### config.mk
export PLATFORM = sky130hd
export DESIGN_NAME = conv2d_engine
export DESIGN_NICKNAME = d
export VERILOG_FILES = /design/src/rtl/conv_pkg.sv /design/src/rtl/conv_mac.sv /design/src/rtl/conv2d_engine.sv
export SDC_FILE = /design/constraint.sdc
export NUM_CORES = 1
export LEC_CHECK = 0
export ABC_AREA = 0
export CAP_MARGIN = 20
export CORE_MARGIN = 3
export CORE_UTILIZATION = 50
export DETAILED_ROUTE_END_ITERATION = 10
export GPL_ROUTABILITY_DRIVEN = 0
export PLACE_DENSITY = 0.66
export SETUP_SLACK_MARGIN = 0.15
export SLEW_MARGIN = 20
export SYNTH_ARGS = -nofsm -noshare
export SYNTH_HDL_FRONTEND = slang
export SYNTH_SLANG_ARGS = --single-unit
### constraint.sdc
create_clock -name clk -period 8.57 [get_ports clk]
set_input_delay 1.714 -clock clk [delete_from_list [all_inputs] [get_ports clk]]
set_output_delay 1.714 -clock clk [all_outputs]
set_load 0.05 [all_outputs]
### src/rtl/conv_pkg.sv
// Shared definitions for the conv2d_engine slice: FSM state codes, geometry helpers
// and width checks. Optional feature macro used by the engine: CONV_RELU_EN.
package conv_pkg;

  typedef logic [2:0] state_t;

  localparam state_t S_IDLE  = 3'd0;
  localparam state_t S_MAC   = 3'd1;
  localparam state_t S_DRAIN = 3'd2;
  localparam state_t S_OUT   = 3'd3;
  localparam state_t S_DONE  = 3'd4;

  // Address/counter width for a range of n entries, never narrower than one bit.
  function automatic int addr_w(input int n);
    return (n > 1) ? $clog2(n) : 1;
  endfunction

  function automatic int out_dim(input int h, input int k, input int stride, input int pad);
    return (h + 2 * pad - k) / stride + 1;
  endfunction

  function automatic bit acc_width_ok(input int aw, input int dw, input int ww, input int taps);
    return aw >= dw + ww + $clog2(taps);
  endfunction

  // Widths of the legacy 3-in / 7-out 28x28 3x3 layer.
  localparam int FM_AW_DEFAULT  = addr_w(3 * 28 * 28);
  localparam int WT_AW_DEFAULT  = addr_w(7 * 3 * 3 * 3);
  localparam int OUT_AW_DEFAULT = addr_w(7 * 26 * 26);

endpackage

### src/rtl/conv_mac.sv
// Signed multiply-accumulate for one output pixel; the pad flag zeroes the feature operand.
// sum is the accumulator value including the tap presented this cycle.
module conv_mac #(
  parameter int DW = 8,
  parameter int WW = 8,
  parameter int AW = 24
) (
  input  logic                 clk,
  input  logic                 rst,
  input  logic                 tap_valid,
  input  logic                 tap_first,
  input  logic                 tap_pad,
  input  logic signed [DW-1:0] fm_data,
  input  logic signed [WW-1:0] wt_data,
  output logic signed [AW-1:0] sum
);

  logic signed [DW-1:0]    fop;
  logic signed [DW+WW-1:0] prod;
  logic signed [AW-1:0]    acc;

  always_comb begin
    fop  = tap_pad ? '0 : fm_data;
    prod = $signed({{WW{fop[DW-1]}}, fop}) * $signed({{DW{wt_data[WW-1]}}, wt_data});
    sum  = acc;
    if (tap_valid)
      sum = (tap_first ? '0 : acc) + {{(AW-DW-WW){prod[DW+WW-1]}}, prod};
  end

  always_ff @(posedge clk) begin
    if (rst) acc <= '0;
    else     acc <= sum;
  end

endmodule

### src/rtl/conv2d_engine.sv
// Parametrised 2-D convolution engine: address generation, tap sequencing and result handshake.
// Define CONV_RELU_EN to clamp negative results to zero.
module conv2d_engine
  import conv_pkg::*;
#(
  parameter int DW     = 8,
  parameter int WW     = 8,
  parameter int AW     = 24,
  parameter int H      = 28,
  parameter int W      = 28,
  parameter int IC     = 3,
  parameter int OC     = 7,
  parameter int K      = 3,
  parameter int STRIDE = 1,
  parameter int PAD    = 0
) (
  input  logic                 clk,
  input  logic                 rst,
  input  logic                 start,
  output logic                 busy,
  output logic                 done,
  output logic [addr_w(IC*H*W)-1:0] fm_addr,
  input  logic signed [DW-1:0] fm_rdata,
  output logic [addr_w(OC*IC*K*K)-1:0] wt_addr,
  input  logic signed [WW-1:0] wt_rdata,
  output logic                 out_valid,
  input  logic                 out_ready,
  output logic signed [AW-1:0] out_data,
  output logic [addr_w(OC*out_dim(H,K,STRIDE,PAD)*out_dim(W,K,STRIDE,PAD))-1:0] out_addr
);

  localparam int OH  = out_dim(H, K, STRIDE, PAD);
  localparam int OW  = out_dim(W, K, STRIDE, PAD);
  localparam int N   = IC * K * K;
  localparam int FAW = addr_w(IC * H * W);
  localparam int WAW = addr_w(OC * IC * K * K);
  localparam int OAW = addr_w(OC * OH * OW);
  localparam int OCW = addr_w(OC);
  localparam int OYW = addr_w(OH);
  localparam int OXW = addr_w(OW);
  localparam int ICW = addr_w(IC);
  localparam int KW  = addr_w(K);

  localparam logic [OCW-1:0] OC_LAST = OCW'(OC - 1);
  localparam logic [OYW-1:0] OY_LAST = OYW'(OH - 1);
  localparam logic [OXW-1:0] OX_LAST = OXW'(OW - 1);
  localparam logic [ICW-1:0] IC_LAST = ICW'(IC - 1);
  localparam logic [KW-1:0]  K_LAST  = KW'(K - 1);

  if (!acc_width_ok(AW, DW, WW, N)) begin : g_bad_acc_width
    $error("conv2d_engine: AW is narrower than DW+WW+clog2(IC*K*K)");
  end
  if (STRIDE < 1 || PAD >= K) begin : g_bad_geometry
    $error("conv2d_engine: STRIDE must be >= 1 and PAD < K");
  end

  state_t state, n_state;
  logic [OCW-1:0] oc, n_oc;
  logic [OYW-1:0] oy, n_oy;
  logic [OXW-1:0] ox, n_ox;
  logic [ICW-1:0] ic, n_ic;
  logic [KW-1:0]  ky, n_ky, kx, n_kx;
  logic           load, tap_last, pix_last;
  logic           tap_pad, n_pad, v_d, pad_d, first_d;
  int             iy, ix;
  logic [FAW-1:0] fm_next;
  logic [WAW-1:0] wt_next;
  logic [OAW-1:0] pix_addr;
  logic signed [AW-1:0] mac_sum, result;

  assign tap_last  = (ic == IC_LAST) && (ky == K_LAST) && (kx == K_LAST);
  assign pix_last  = (oc == OC_LAST) && (oy == OY_LAST) && (ox == OX_LAST);
  assign busy      = (state == S_MAC) || (state == S_DRAIN) || (state == S_OUT);
  assign done      = (state == S_DONE);
  assign out_valid = (state == S_OUT);

  // Counters name the tap being issued; load marks an edge that presents a new tap's addresses.
  always_comb begin
    n_state = state;
    load    = 1'b0;
    n_oc = oc; n_oy = oy; n_ox = ox;
    n_ic = ic; n_ky = ky; n_kx = kx;
    case (state)
      S_IDLE: if (start) begin
        n_state = S_MAC;
        load    = 1'b1;
        n_oc = '0; n_oy = '0; n_ox = '0;
        n_ic = '0; n_ky = '0; n_kx = '0;
      end
      S_MAC: if (tap_last) n_state = S_DRAIN;
      else begin
        load = 1'b1;
        if (kx != K_LAST) n_kx = kx + 1'b1;
        else begin
          n_kx = '0;
          if (ky != K_LAST) n_ky = ky + 1'b1;
          else begin
            n_ky = '0;
            n_ic = ic + 1'b1;
          end
        end
      end
      S_DRAIN: n_state = S_OUT;
      S_OUT: if (out_ready) begin
        if (pix_last) n_state = S_DONE;
        else begin
          n_state = S_MAC;
          load    = 1'b1;
          n_ic = '0; n_ky = '0; n_kx = '0;
          if (ox != OX_LAST) n_ox = ox + 1'b1;
          else begin
            n_ox = '0;
            if (oy != OY_LAST) n_oy = oy + 1'b1;
            else begin
              n_oy = '0;
              n_oc = oc + 1'b1;
            end
          end
        end
      end
      S_DONE:  n_state = S_IDLE;
      default: n_state = S_IDLE;
    endcase
  end

  always_comb begin
    iy       = int'(n_oy) * STRIDE + int'(n_ky) - PAD;
    ix       = int'(n_ox) * STRIDE + int'(n_kx) - PAD;
    n_pad    = (iy < 0) || (iy >= H) || (ix < 0) || (ix >= W);
    fm_next  = FAW'((int'(n_ic) * H + iy) * W + ix);
    wt_next  = WAW'(((int'(n_oc) * IC + int'(n_ic)) * K + int'(n_ky)) * K + int'(n_kx));
    pix_addr = OAW'((int'(oc) * OH + int'(oy)) * OW + int'(ox));
`ifdef CONV_RELU_EN
    result = mac_sum[AW-1] ? '0 : mac_sum;
`else
    result = mac_sum;
`endif
  end

  // Tap flags lag the address by one cycle to line up with the memories' read latency.
  always_ff @(posedge clk) begin
    if (rst) begin
      state <= S_IDLE;
      oc <= '0; oy <= '0; ox <= '0;
      ic <= '0; ky <= '0; kx <= '0;
      fm_addr  <= '0;
      wt_addr  <= '0;
      tap_pad  <= 1'b0;
      v_d      <= 1'b0;
      pad_d    <= 1'b0;
      first_d  <= 1'b0;
      out_data <= '0;
      out_addr <= '0;
    end else begin
      state <= n_state;
      oc <= n_oc; oy <= n_oy; ox <= n_ox;
      ic <= n_ic; ky <= n_ky; kx <= n_kx;
      if (load) begin
        wt_addr <= wt_next;
        tap_pad <= n_pad;
        if (!n_pad) fm_addr <= fm_next;
      end
      v_d     <= (state == S_MAC);
      pad_d   <= tap_pad;
      first_d <= (ic == '0) && (ky == '0) && (kx == '0);
      if (state == S_DRAIN) begin
        out_data <= result;
        out_addr <= pix_addr;
      end
    end
  end

  conv_mac #(.DW(DW), .WW(WW), .AW(AW)) u_mac (
    .clk       (clk),
    .rst       (rst),
    .tap_valid (v_d),
    .tap_first (first_d),
    .tap_pad   (pad_d),
    .fm_data   (fm_rdata),
    .wt_data   (wt_rdata),
    .sum       (mac_sum)
  );

endmodule

# [Word level (Yosys, flattened, before mapping)]
# Cells that the tools add are included.
[op_classes] addsub=16 multipliers=8 div_mod_pow=0 order_cmp=4 n_eq_ne=17 shifts=0 mux=50 n_bitwise=1 reduce_logical=17
[op_table] cell="$mux 24" count=2
[op_table] cell="$mux 5" count=9
[op_table] cell="$mux 2" count=17
[op_table] cell="$mux 3" count=9
[op_table] cell="$add 24x24->24" count=1
[op_table] cell="$pmux 5 s2" count=2
[op_table] cell="$add 5x2->6" count=3
[op_table] cell="$pmux 2 s3" count=3
[op_table] cell="$mul 8x8->16" count=1
[op_table] cell="$add 13x5->13" count=1
[op_table] cell="$add 12x6->12" count=1
[op_table] cell="$ge 6x5->1 const B" count=2
[op_table] cell="$lt 6x1->1 const B" count=2
[op_table] cell="$mul 9x4->12 const B" count=1
[op_table] cell="$pmux 3 s4" count=1
[op_table] cell="$add 5x1->5 const B" count=2
[op_table] cell="$eq 5x5->1 const B" count=2
[op_table] cell="$mul 8x3->10 const B" count=1
[op_table] cell="$ne 5x5->1 const B" count=2
[op_table] cell="$add 8x2->9" count=1
[op_table] cell="$add 8x5->9" count=1
[op_table] cell="$mul 9x2->8 const B" count=1
[op_table] cell="$add 7x6->8" count=1
[op_table] cell="$add 8x2->8" count=1
[op_table] cell="23 further kinds" count=46
[word_totals] regBits=107 latchBits=0 ramBits=0 mem_bits_ro=0 memories=0

# [Depth between registers and ports, before layout]
# Gate-level depths: netlist of run 1.
[depth] word_depth=13 depth_mapped=30 depth_no_buf=30

# [Hierarchy]
# A second synthesis of run 1 with hierarchy kept.
[hier_totals] hier_cells=1369 hier_area_um2=11558.6
[by_module_without_submodules] module="conv2d_engine" instances=1 cells_per_inst=782 area_per_inst_um2=6602.6 seq_area_each_um2=1661.6
[by_module_without_submodules] module="conv_mac" instances=1 cells_per_inst=587 area_per_inst_um2=4956.0 seq_area_each_um2=480.5

# [Least setup slack after synthesis of run 1]
# Ideal clock, no wire load.
[synth_timing] path_kind="input to register" startpoint="input fm_rdata[7]" endpoint="register out_data[23]" arrival_ps=7865 required_time_ps=8496 slack_ps=630 cell_stages=24 path_buffers=0 cell_sequence="nor2b_1 -> nand2_1 -> inv_1 -> fa_1 -> fa_1 -> fa_1 -> inv_1 -> fa_1 -> inv_1 -> ha_1 -> nand2_1 -> o32ai_1 -> o41ai_1 -> xnor2_1 -> ha_1 -> nand2_1 -> o21ai_0 -> nor4_1 -> o21ai_0 -> a31oi_1 -> o21ai_0 -> xor2_1 -> or4_1 -> a31oi_1"
[synth_between] elab_chain_len=4
[synth_lines] element="start: declaration" line="conv2d_engine.sv:23" text="input logic signed [DW-1:0] fm_rdata,"
[synth_lines] element="$mux 8" line="conv_mac.sv:23" text="fop = tap_pad ? '0 : fm_data;"
[synth_lines] element="$mul 8x8->16" line="conv_mac.sv:24" text="prod = $signed({{WW{fop[DW-1]}}, fop}) * $signed({{DW{wt_data[WW-1]}}, wt_data});"
[synth_lines] element="$add 24x24->24" line="conv_mac.sv:27" text="sum = (tap_first ? '0 : acc) + {{(AW-DW-WW){prod[DW+WW-1]}}, prod};"
[synth_lines] element="$mux 24" line="conv_mac.sv:26" text="if (tap_valid)"
[synth_lines] element="end signal: assignment" line="conv2d_engine.sv:167" text="out_data <= result;"
[synth_lines] element="end: declaration" line="conv2d_engine.sv:28" text="output logic signed [AW-1:0] out_data,"
# No other way between the ends.
# A chain may end at the register's enable or synchronous reset.

# [Worst setup path in the final report of run 1]
[layout_timing] startpoint="input fm_rdata[2]" endpoint="register out_data[23]"
# Same word-level chain as after synthesis.

==> results of run 1 <==
## layout make-up
class | instances | area [um2]
fillers | 1929 | 8750
multi-input cells | 970 | 8130
flip-flops and latches | 107 | 2140
repair buffers | 114 | 1050
inverters | 152 | 571
well taps | 275 | 344
clock buffers | 9 | 225
clock inverters | 7 | 78.8
## power by group
part | internal (mW) | switching, mW
Combinational | 1.03 | 1.22
Clock | 0.208 | 0.213
Sequential | 0.531 | 0.0157
## stage by stage
| step | instances | total power [mW] | hold slack (ns) | cell area (um2) | util, % |
|---|---|---|---|---|---|
| after floorplan | 1263 | 2.17 | 0.439 | 10900 | - |
| after global placement | 1617 | 2.71 | 0.453 | 12200 | 57.3 |
| after detailed placement | 1617 | 2.74 | 0.456 | 12200 | 57.3 |
| after CTS | 1633 | 3.19 | 0.466 | 12500 | 58.7 |
| after global routing | 1634 | 3.54 | 0.488 | 12500 | 58.9 |
| final | 1634 | 3.22 | 0.467 | 12500 | 58.9 |
## sequential cells by signal, indices dropped and copies added, names as in the netlist, 5 cells and up
register / cells
fm_addr: 12
out_addr: 13
out_data: 24
ox: 5
oy: 5
u_mac.acc: 24
wt_addr: 8
## routing by layer
layer | vias to the layer above | GRT usage, % | routed length, um
met5 | - | 0 | 0
met4 | 0 | 3.03 | 174
met3 | 11 | 3.66 | 1040
met2 | 156 | 30.6 | 9890
met1 | 4037 | 30.6 | 11900
li1 | 4449 | - | -
## worst register-to-register path: cells and delay by family (launching register included)
kind	cells	cell delay, ns
AOI/OAI and AO/OA	14	2.06
buffers and inverters	3	0.29
and+or+nand+nor	4	1.05
adders and majority gates	7	2.41
xor gates and xnor gates	2	0.34
DFF	1	0.62
## cells in the final DEF, fill, tap and decap left out, types with 9 or more instances in the layout
master,instances
nand2_1,57
xnor2_1,63
mux2i_1,24
inv_1,151
a21oi_1,74
clkbuf_16,9
nand3_1,16
nor2b_1,50
nor2_1,126
fa_1,79
xor2_1,29
nand2b_1,13
ha_1,146
a21o_1,37
clkdlybuf4s50_1,78
o21bai_1,16
a211oi_1,37
o21ai_0,38
dfxtp_1,107
and2_1,42
buf_4,36
nor3_1,18
## worst paths after layout
path	from	to	slack (ns)	depth (start not counted)
max	fm_rdata[2]	out_data[23]$_SDFFE_PP0P_	0.58	26
min	out_addr[4]$_SDFFE_PP0P_	out_addr[4]$_SDFFE_PP0P_	0.47	2
max reg2reg	pad_d$_SDFF_PP0_	out_data[23]$_SDFFE_PP0P_	1.75	30
min reg2reg	out_addr[4]$_SDFFE_PP0P_	out_addr[4]$_SDFFE_PP0P_	0.47	2
## cells by family after synthesis
group                      Yosys count  synth area share [%]
buffers and inverters              186                  6.65
DFF                                107                  19.6
xor gates and xnor gates            93                  7.45
and+or+nand+nor                    361                  16.6
adders and majority gates          225                  31.2
muxes                               25                  2.30
AOI/OAI and AO/OA                  266                  16.2
## repair_timing
item	CTS	global route
buffers inserted	0	1
endpoints found under the setup margin	0	15
resized for setup	0	9
==> qor.yml, run 1 <==
synth:
  syn_area_per_cell_um2: 8.66
  synthCells: 1263
  ys_warn_count: 0
  yosysMostFrequentCell: "inv_1"
  netlist_top_cells_area: "dfxtp_1, ha_1, fa_1"
  synth_edf_count: 0
  synth-seq-cells: 107
  post-synth-top-area-cell: "dfxtp_1"
  ys_async_sr_fraction_pct: 0
  syn-num-nets: 1508
  ys_top_cells_by_count: "inv_1, ha_1, nor2_1, dfxtp_1, fa_1"
  synth_seq_area_share_pct: 19.6
  netlist-cell-type-count: 72
  yosys.area.top_type_share_pct: 19.6
  synthFlopType: "dfxtp_1"
  synthesis.area_mm2: 0.0109
sta:
  finalCriticalPeriod_ns: 7.99
  skew_ns: 0.0188
  hold_viol_final: 0
  fin_ws_ns: 0.577
  rsz0062_at_grt: "false"
  relSlewSlack_pct: 40.5
  drv_slew: 0
  worstMarginPinSlew_ns: 0.883
  fmax_mhz: 125
  post-route-period-util_pct: 93.3
  setup_violations: 0
  setup_tns_ns: 0
die:
  initial_core_util_pct: 51.4
  die_width_um: 154
  die_area_mm2: 0.0237
  core_area_mm2: 0.0213
  io_pins: 80
  die_h_um: 154
  row_count: 53
drt:
  firstDrtPassIters: 5
  drtIter0Drc: 303
  drt-total-wl_mm: 23.0
  drc: 0
  wl_per_cell_um: 14.1
  num_vias: 8653
  via_per_inst: 5.30
  antenna_left: 0
global_route:
  grt_max_degree: 66
  antenna_found_initial: 0
  grt-ovfl-total: 0
  grt_use_total_pct: 20.2
  grt_pass1_vias: 8433
  grt_pass1_wl_mm: 40.5
clock_network:
  htreeDepth: 3
  cts.sinks: 107
  numCtsBuffers: 9
  clkTransAtPathRegs_ns: 0.08
  postCtsHoldBufs: 0
  clockBufferDepth: 2
  cts_root_buf: "clkbuf_16"
  cts_tree: "built"
  clk_latency_ns: 0.36
setup_path:
  critPathTopFamily: "adder cells"
  cpMostUsedCell: "fa_1"
  critPathMaxStageDelay_ns: 0.55
  cp-end-kind: "flip-flop"
  critPathRequiredTime_ns: 8.85
  crit_arrival_ns: 8.28
  cp_max_fo: 8
  cp_slowest_cell: "fa_1"
  cp_num_buf_inv: 4
  startpoint_type: "primary input"
  crit_type: "primary input to flip-flop"
power_and_ir_drop:
  vdd_drop_max_mv: 0.256
  pwr_density_cell_mw_per_mm2: 257
  leakage_nw: 6.00
placed_design:
  place_hpwl_mm: 18.2
  port_buffers: 79
  dpl_worst_slack_ns: -0.0429
layout:
  antenna_cells: 0
  area_growth_pct: 14.6
  layout-drive-gt1-share_pct: 5.96
  num-nets-final: 1599
min_path:
  hp-class: "flip-flop to flip-flop"
flow_run:
  drv_cap: 0
outcome:
  status: "finished, final reports clean"
(Power assumes the default switching activity.)
==> run 2: changes to the inputs <==
- CORE_ASPECT_RATIO: not set -> 0.8
- SKIP_LAST_GASP: not set -> 1
- SLEW_MARGIN: 20 -> not set
==> qor.yml, run 2 (synthesized netlist as in run 1, its figures left out) <==
outcome:
  status: "finished, final reports clean"
placed_design:
  place_hpwl_mm: 18.6
  port_buffers: 79
  place_area_mm2: 0.0122
  dpl_worst_slack_ns: -0.139
setup_path:
  worstReg2RegEnd: "u_mac.acc[23]$_SDFF_PP0_"
  reg2reg_setup_slack_ns: 1.69
  reg2reg_from: "pad_d$_SDFF_PP0_"
  crit_arrival_ns: 8.22
  cp-endpoint: "u_mac.acc[23]$_SDFF_PP0_"
  startpoint_type: "primary input"
  cp_max_fo: 8
  cpMostUsedCell: "fa_1"
  cp-end-kind: "flip-flop"
  ff2ff_path_depth: 27
  crit_type: "primary input to flip-flop"
  cp_slowest_cell: "fa_1"
  critPathMaxStageDelay_ns: 0.55
  critPathRequiredTime_ns: 8.76
  startpoint: "fm_rdata[1]"
drt:
  wl_per_cell_um: 14.4
  met3_length_um: 803
  met1_length_mm: 12.6
  via_per_inst: 5.33
  drc: 0
  maxUsedRoutingLayer: "met4"
  firstDrtPassIters: 5
  drt-total-wl_mm: 23.5
  drtIter0Drc: 456
  num_vias: 8690
  wl_met2_mm: 9.87
  antenna_left: 0
power_and_ir_drop:
  intPower_mw: 1.80
  clkPwrFrac_pct: 12.8
  power_switching_mw: 1.45
  seq_power_share_pct: 16.9
  pwr_density_cell_mw_per_mm2: 258
  p_sw_share_pct: 44.6
  leakage_nw: 6.01
  vdd_drop_max_mv: 0.238
  power_frac_comb_pct: 70.4
sta:
  setup_violations: 0
  relSlewSlack_pct: 33.7
  finalCriticalPeriod_ns: 8.03
  post-route-period-util_pct: 93.7
  hold_viol_final: 0
  drv_slew: 0
  setup_tns_ns: 0
  skew_ns: 0.00875
  rsz0062_at_grt: "false"
  worstMarginPinSlew_ns: 0.995
  fin_ws_ns: 0.538
  fmax_mhz: 125
die:
  io_pins: 80
  die_h_um: 138
  initial_core_util_pct: 51.9
  die_width_um: 171
  die_area_mm2: 0.0237
  row_count: 47
  core_area_mm2: 0.0211
clock_network:
  cts_root_buf: "clkbuf_16"
  numCtsBuffers: 9
  cts_tree: "built"
  htreeDepth: 3
  cts.sinks: 107
  clockBufferDepth: 2
  clkTransAtPathRegs_ns: 0.07
  postCtsHoldBufs: 0
  clk_latency_ns: 0.36
global_route:
  antenna_found_initial: 0
  grt_max_degree: 96
  grt_pass1_wl_mm: 40.4
  grt_pass1_vias: 8428
  grt_use_total_pct: 20.2
  grt-ovfl-total: 0
layout:
  final_area_mm2: 0.0126
  fillCellCount: 1919
  layout-drive-gt1-share_pct: 6.39
  largestRegisters: "out_data: 24 flops, u_mac.acc: 24 flops, out_addr: 13 flops"
  mostFrequentLayoutCells: "inv_1, ha_1, nor2_1"
  area_growth_pct: 14.8
  final_common_cell: "inv_1"
  num-nets-final: 1601
  antenna_cells: 0
min_path:
  hp-class: "flip-flop to flip-flop"
flow_run:
  drv_cap: 0
==> run 2: cell count changes in the layout (fill, tap and decap cells not counted), sizes merged <==
cell and change:
buf +2, clkinv -2, clkbuf +1, clkinvlp +1
==> run 2: worst min-delay path by stage <==
stage | slack, ns | depth (start not counted) | endpoint | from
2_1_floorplan | 0.44 | 1 | pad_d$_SDFF_PP0_ | tap_pad$_SDFFE_PP0P_
3_3_place_gp | 0.44 | 2 | out_addr[4]$_SDFFE_PP0P_ | out_addr[4]$_SDFFE_PP0P_
3_5_place_dp | 0.45 | 2 | out_addr[1]$_SDFFE_PP0P_ | out_addr[1]$_SDFFE_PP0P_
4_1_cts | 0.46 | 2 | out_addr[1]$_SDFFE_PP0P_ | out_addr[1]$_SDFFE_PP0P_
5_1_grt | 0.49 | 2 | out_addr[4]$_SDFFE_PP0P_ | out_addr[4]$_SDFFE_PP0P_
6_report | 0.46 | 2 | out_addr[1]$_SDFFE_PP0P_ | out_addr[1]$_SDFFE_PP0P_
==> run 2: per-stage QoR <==
step           utilization, %  power [mW]  hold slack, ns  cells
3_5_place_dp             57.8        2.71           0.447   1610
6_report                 59.7        3.25           0.456   1630
4_1_cts                  59.2        3.15           0.457   1626
2_1_floorplan               -        2.17           0.439   1263
5_1_grt                  59.7        3.58           0.486   1630
3_3_place_gp             57.8        2.70           0.439   1610
==> run 2: layer usage <==
layer / track usage [%] / up-vias
met5: 0 / -
met4: 3.30 / 0
met3: 3.11 / 15
met2: 29.6 / 138
met1: 31.9 / 4083
li1: - / 4454
==> run 2: worst max-delay path, delay by kind of cell <==
kind / cells / cell delay, ns
adder cells (fa/ha/maj): 6 / 2.57
XOR/XNOR: 2 / 0.28
AO/OA/AOI/OAI: 10 / 1.86
AND/OR/NAND/NOR: 5 / 0.94
buffers and inverters: 5 / 0.83
==> run 2: power by group through the flow <==
| stage | registers (mW) | logic, mW | clock network (mW) |
|---|---|---|---|
| finish | 0.548 | 2.28 | 0.414 |
| global route | 0.553 | 2.58 | 0.446 |
| global placement | 0.558 | 2.14 | 0 |
| detailed placement | 0.559 | 2.15 | 0 |
| floorplan | 0.565 | 1.60 | 0 |
| CTS | 0.548 | 2.18 | 0.429 |
==> run 2: cell type report <==
class | instances | area, um2 | area share (%)
clock buffers | 10 | 229 | 1.82
multi-input cells | 970 | 8150 | 64.9
inverters | 152 | 571 | 4.54
well taps | 269 | 337 | 2.68
clock inverters | 6 | 56.3 | 0.448
flip-flops and latches | 107 | 2140 | 17.1
repair buffers | 116 | 1070 | 8.55
==> run 2: repair_timing <==
| item | in CTS | in global routing |
|---|---|---|
| hold endpoints to repair | 0 | 0 |
| resized for setup | 0 | 17 |
| setup buffers | 0 | 3 |
| setup endpoints to repair | 0 | 20 |
==> run 3: changes to the inputs <==
- CORE_ASPECT_RATIO: 0.8 -> 2
- SKIP_CTS_REPAIR_TIMING: not set -> 1
- SKIP_LAST_GASP: 1 -> not set
==> qor.yml, run 3 (synthesized netlist as in run 1, its figures left out) <==
outcome:
  status: "finished, final reports clean"
sta:
  whs_ns: 0.457
  relSlewSlack_pct: 48.3
  drv_slew: 0
  rsz0062_at_grt: "false"
  setup_violations: 0
  worstMarginPinSlew_ns: 0.767
  fmax_mhz: 123
  hold_viol_final: 0
  finalCriticalPeriod_ns: 8.16
  post-route-period-util_pct: 95.2
  skew_ns: 0.00893
global_route:
  grt_max_degree: 60
  grt_pass1_vias: 9340
  antenna_found_initial: 0
  grt_pass1_wl_mm: 42.9
  grt_use_total_pct: 21.9
  grt-ovfl-total: 0
clock_network:
  clk_latency_ns: 0.37
  htreeDepth: 3
  clockBufferDepth: 2
  clkTransAtPathRegs_ns: 0.07
  cts_tree: "built"
  cts_root_buf: "clkbuf_16"
  numCtsBuffers: 9
  cts.sinks: 107
min_path:
  min-delay-start: "out_addr[4]$_SDFFE_PP0P_"
  hp-class: "flip-flop to flip-flop"
setup_path:
  critPathRequiredTime_ns: 8.86
  reg2reg_from: "pad_d$_SDFF_PP0_"
  crit_type: "primary input to flip-flop"
  cp_slowest_cell: "fa_1"
  cpMostUsedCell: "buf_4"
  cp-end-kind: "flip-flop"
  crit_arrival_ns: 8.45
  critPathMaxStageDelay_ns: 0.49
  startpoint: "fm_rdata[6]"
  cp_max_fo: 8
  startpoint_type: "primary input"
layout:
  final_common_cell: "inv_1"
  layout-drive-gt1-share_pct: 7.94
  mostFrequentLayoutCells: "inv_1, ha_1, nor2_1"
  antenna_cells: 0
  area_growth_pct: 16.4
  num-nets-final: 1625
  fillCellCount: 1994
  utilization_pct: 60.0
  largestRegisters: "out_data: 24 flops, u_mac.acc: 24 flops, out_addr: 13 flops"
die:
  die_width_um: 111
  core_area_mm2: 0.0212
  row_count: 75
  io_pins: 80
  die_h_um: 215
  die_area_mm2: 0.0238
  initial_core_util_pct: 51.6
drt:
  drt-total-wl_mm: 25.4
  wl_per_cell_um: 15.3
  via_per_inst: 5.44
  firstDrtPassIters: 4
  drc: 0
  antenna_left: 0
  drtIter0Drc: 332
  num_vias: 9005
power_and_ir_drop:
  leakage_nw: 6.13
  pwr_density_cell_mw_per_mm2: 268
  vdd_drop_max_mv: 0.205
placed_design:
  place_hpwl_mm: 21.0
  port_buffers: 79
flow_run:
  drv_cap: 0
-- run 3: worst paths after layout --
path                          endpoint  slack (ns)  cells after the start
min reg2reg   out_addr[4]$_SDFFE_PP0P_        0.46                      2
max          out_data[23]$_SDFFE_PP0P_        0.41                     30
min           out_addr[4]$_SDFFE_PP0P_        0.46                      2
max reg2reg  out_data[23]$_SDFFE_PP0P_        1.58                     29
-- run 3: report_power, final --
part | total [mW] | leakage (nW) | switching, mW | internal, mW
Combinational | 2.46 | 5.13 | 1.27 | 1.19
Clock | 0.404 | 0.136 | 0.205 | 0.199
Sequential | 0.549 | 0.867 | 0.0176 | 0.531
Total | 3.41 | 6.13 | 1.49 | 1.92
-- run 3: critical path, delay by kind of cell --
family	cells	cell delay, ns
fa+ha+maj	6	2.60
xor+xnor	2	0.28
simple gates	4	0.93
buf+inv	8	1.26
compound gates	10	1.65
-- run 3: final cells by class --
cell class	count	area (um2)	area share [%]
sequential	107	2140	16.8
clock buffer	9	225	1.77
clock inverter	7	52.6	0.413
multi-input combinational	970	8140	63.9
tap	269	337	2.64
inverter	152	571	4.48
timing repair buffer	140	1270	9.95
-- run 3: metrics by stage --
stage               area (um2)  worst slack, ns  setup TNS [ns]  total power, mW  std cells
global placement         12300          -0.0573         -0.0609             2.90       1633
floorplan                10900            0.630               0             2.17       1263
finish                   12700            0.414               0             3.41       1654
detailed placement       12400           -0.145          -0.312             2.93       1634
global route             12700            0.122               0             3.73       1654
CTS                      12600            0.199               0             3.35       1650
-- run 3: metal layers --
layer | global-route usage (%) | vias up | part of all wire (%)
met3 | 2.67 | 62 | 2.2
li1 | - | 4499 | -
met5 | 0 | - | 0
met2 | 45.2 | 141 | 59
met1 | 20.4 | 4303 | 35
met4 | 10.3 | 0 | 4.4
==> RTL edit 1 (flow settings as in run 1) <==
Add a define of `CONV_RELU_EN`.
--- a/src/rtl/conv2d_engine.sv
+++ b/src/rtl/conv2d_engine.sv
@@ -2,2 +2,4 @@
 // Define CONV_RELU_EN to clamp negative results to zero.
+`define CONV_RELU_EN
+
 module conv2d_engine
Behaviour: no difference found for any inputs over 10 cycles, from zero or initial values and one cycle with rst high; that may be too few to reach the edited logic, so the function may still have changed.
==> RTL edit 1 against run 1 <==
- worst setup slack lost 0.22 ns
- non-clock buffer count up 34
- critical path type unchanged
- count of clock-buffer cells in the layout rose by 1
- final area rose by 6.5%
- power rose by 19%
- highest routed layer unchanged
- sequential cell count down 1
- utilization rose by 1.9 points
- routed wire length grew 8.9%
- cell count up 5.9%
- area after synthesis grew 2.7%
- clock skew fell by 0.0079 ns
==> RTL edit 1: results (changes against run 1) <==
- Outcome: completed
- Crit Path Max Fanout: 8 (unchanged)
- Dpl cell area: 12700 um^2 (+4.2%)
- Global-route wire length before repair: 42.5 mm (+4.9%)
- Clock transition at the registers of the reported paths: 0.08 ns (about the same)
- Fin Clk Skew: 0.0109 ns (-0.00788 ns)
- Synth Area in Compound Gates: 15.5% (-0.74 points)
- Leading registers by flop count: u_mac.acc x24, out_data x23, out_addr x13
- Largest net degree at the start of global routing: 59 (-11%)
- DP HPWL: 20.0 mm (+9.6%)
- Top cells by count, synth: 163 x inv_1, 146 x ha_1, 114 x nor2_1, 106 x dfxtp_1, 91 x nand2_1
- Max reg flops: 24
- Fraction of layout cells with a size suffix above 1: 10.5% (+4.5 points)
- Number of buffers created by CTS: 9 (unchanged)
- Main synth FF type: dfxtp_1
- Layout Cells excl Fill: 1731 (+5.9%)
- Hold Path Depth: 2 (unchanged)
- Starting DRT DRC Count: 384 (+27%)
- Post-synthesis xor/xnor area fraction: 7.23% (-0.22 points)
- Synth top area cells: dfxtp_1 19%, ha_1 16%, fa_1 14%
- Synthesized Nets: 1563 (+3.6%)
- Leakage Power: 6.42 nW (+7.0%)
- Worst slew margin: 33.5% (-7.0 points)
- Vias in the first global route: 9161 (+8.6%)
- Bufs on Longest Clock Path: 2 (unchanged)
- Multiplexer share of the synthesized area: 2.88% (+0.58 points)
- Clock Latency Late Sink: 0.36 ns (about the same)
- Tot GR Track Use: 21.0% (+0.79 points)
- Warnings, synthesis: 0 (unchanged)
- Arr. time, crit path: 8.49 ns (+0.21 ns)
- Drt pass-1 iters: 5 (unchanged)
- Syn_area_per_cell: 8.52 um^2 (-1.6%)
- Drt wl/cell: 14.5 um (+2.8%)
- Crit-path max cell delay: 0.54 ns
- Vias: 9280 (+7.2%)
- Diode count: 0 (unchanged)
- Root Buffer: clkbuf_16
- Antenna violations before repair: 0 (unchanged)
- Place WS: -0.219 ns (-0.176 ns)
- Reg2Reg Depth: 27 (-10%)
- Int Pwr: 2.14 mW (+21%)
- Adder-cell area share of the yosys netlist: 30.3% (-0.83 points)
- Post-synth ARST share: 0% (unchanged)
- Max IR drop VDD: 266 uV (+3.8%)
- Min-Delay Path Class: flop to flop
- H-tree depth: 3 (unchanged)
- Sequential element share of the synthesized area: 18.9% (-0.70 points)
- Port bufs: 78 (-1.3%)
- Crit-path slowest cell: fa_1
- Fillers: 1914 (-0.78%)
- Delay-heaviest family, CP: adder cells
- Unique cell type count in the Yosys netlist: 82 (+14%)
[RTL edit 1: cell count changes after synthesis, moves of 10 or more]
cell / before / now
a211oi_1: 37 / 12
inv_1: 151 / 163
nand2_1: 57 / 91
nor2_1: 126 / 114
o22ai_1: 2 / 12
[RTL edit 1: power by group through the flow]
stage,Combinational (mW),Sequential (mW),Clock (mW)
3_3_place_gp,2.46,0.570,0
4_1_cts,2.51,0.559,0.462
6_report,2.83,0.560,0.452
5_1_grt,3.16,0.566,0.481
2_1_floorplan,1.67,0.592,0
3_5_place_dp,2.50,0.570,0
[RTL edit 1: metal layers]
layer	track usage (%)	vias up	share of wire, %	wire, um
met2	37.0	131	50	12500
met5	0	-	0	0
met1	27.4	4442	46	11400
met4	4.29	0	1.2	291
li1	-	4684	-	-
met3	3.02	23	3.3	825
[RTL edit 1: worst paths after layout]
kind | startpoint | end | slack (ns)
max | fm_rdata[4] | out_data[15] | 0.36
min | wt_addr[6] | wt_addr[6] | 0.45
max reg2reg | pad_d | out_data[15] | 1.42
min reg2reg | wt_addr[6] | wt_addr[6] | 0.45
[RTL edit 1: area by class of cell]
cell class,instances,area [um^2],share of cell area (%)
Tap cell,280,350,2.62
Sequential cell,106,2120,15.9
Inverter,167,637,4.77
Timing Repair Buffer,148,1340,10.0
Clock buffer,10,239,1.79
Clock inverter,6,82.6,0.619
Multi-Input combinational cell,1014,8580,64.3
[RTL edit 1: timing repair]
| item | in CTS | in global routing |
|---|---|---|
| gates cloned | 0 | 1 |
| pin swaps | 0 | 21 |
| endpoints found under the setup margin | 5 | 25 |
| resized for setup | 1 | 48 |
| buffers inserted | 0 | 6 |
==> RTL edit 2 (flow settings as in run 1) <==
Without the edit above. Make the reset (`rst`) asynchronous in 2 clocked blocks.
--- a/src/rtl/conv_mac.sv
+++ b/src/rtl/conv_mac.sv
@@ -29,3 +29,3 @@
 
-  always_ff @(posedge clk) begin
+  always_ff @(posedge clk or posedge rst) begin
     if (rst) acc <= '0;
--- a/src/rtl/conv2d_engine.sv
+++ b/src/rtl/conv2d_engine.sv
@@ -140,3 +140,3 @@
   // Tap flags lag the address by one cycle to line up with the memories' read latency.
-  always_ff @(posedge clk) begin
+  always_ff @(posedge clk or posedge rst) begin
     if (rst) begin
Check against the original RTL: differs if rst is asserted again (counterexample within 4 cycles, from zero or initial values and one cycle with rst high); with rst held inactive, the same outputs for 10 cycles.
==> RTL edit 2 against run 1 <==
- area after synthesis up 1.9%
- final area up 0.98%
- routed wire length down 2.4%
- worst setup slack worse by 0.012 ns
- sequential cell count unchanged
- register-to-register slack better by 0.06 ns
- non-clock buffer count down 15
Power is left out: the tool's default activity adds up to more than one toggle a clock period on the data nets, which glitch-free logic cannot reach.
==> RTL edit 2: results (changes against run 1) <==
- Global-route wire length before repair: 39.2 mm (-3.2%)
- Fillers: 1952 (+1.2%)
- CP startpoint: fm_rdata[3]
- Post-synth ARST share: 100% (+100 points)
- Clock network area share: 2.46% (+0.036 points)
- DP HPWL: 18.1 mm (-0.88%)
- Drt wl/cell: 14.3 um (+1.7%)
- Vias in the first global route: 8552 (+1.4%)
- Met2 Usage GRT: 36.0% (+5.4 points)
- Starting DRT DRC Count: 288 (-5.0%)
- Multi-In Gates: 918 (-5.4%)
- Crit-path max cell delay: 0.52 ns (-0.03 ns)
- Crit Reg-Reg Startpoint: pad_d
- Non-clk invs: 154 (+1.3%)
- Seq area share: 21.2% (+4.1 points)
- Met3 WL: 420 um (-59%)
- Fin Clk Skew: 0.00849 ns (-0.0103 ns)
- Tot GR Track Use: 19.6% (-0.58 points)
- Main synth FF type: dfrtp_1
- Clock buf count: 10 (+1)
- Arr. time, crit path: 8.26 ns (-0.02 ns)
- Synth top area cells: dfrtp_1 24%, ha_1 16%, fa_1 14%
- Worst Tran Pin Value: 0.909 ns (+0.0267 ns)
- Synthesized Nets: 1444 (-4.2%)
- Metal-1 WL: 9.90 mm (-17%)
- Outcome: completed
- Minimum clock period: 8.01 ns (+0.0125 ns)
- Largest net degree at the start of global routing: 59 (-11%)
- Vias: 8300 (-4.1%)
- CP Capture Point: out_data[20]
- Worst reg2reg path endpoint: out_data[20]
- Sequential element share of the synthesized area: 24.0% (+4.4 points)
- Place WS: -0.0277 ns (+0.0152 ns)
- DR WL met2: 11.8 mm (+19%)
- Non-clk bufs: 99 (-13%)
-- RTL edit 2: changes by cell type in the layout (fill, tap and decap cells not counted), moves of 21 or more --
cell / before / now
dfrtp_1: 0 / 107
dfxtp_1: 107 / 0
nor2_1: 126 / 40
nand2_1: 57 / 140
a211oi_1: 37 / 5
mux2_2: 1 / 28
mux2i_1: 24 / 3
-- RTL edit 2: kinds of logic (layout without fill, tap and decap cells) --
kind of cell             count (synthesis)  count (layout)  synth area share [%]
adder cells (fa/ha/maj)                225             225                  30.6
buffers and inverters                  174             269                  6.02
multiplexers                            40              40                  4.31
AND/OR/NAND/NOR                        348             348                  15.8
AO/OA/AOI/OAI                          214             214                  12.2
XOR/XNOR                                91              91                  7.15
flip-flops                             107             107                  24.0
-- RTL edit 2: per-stage QoR --
stage / area (um^2) / cells
finish: 12700 / 1569
global route: 12700 / 1569
CTS: 12600 / 1567
detailed placement: 12300 / 1551
global placement: 12300 / 1551
floorplan: 11100 / 1199
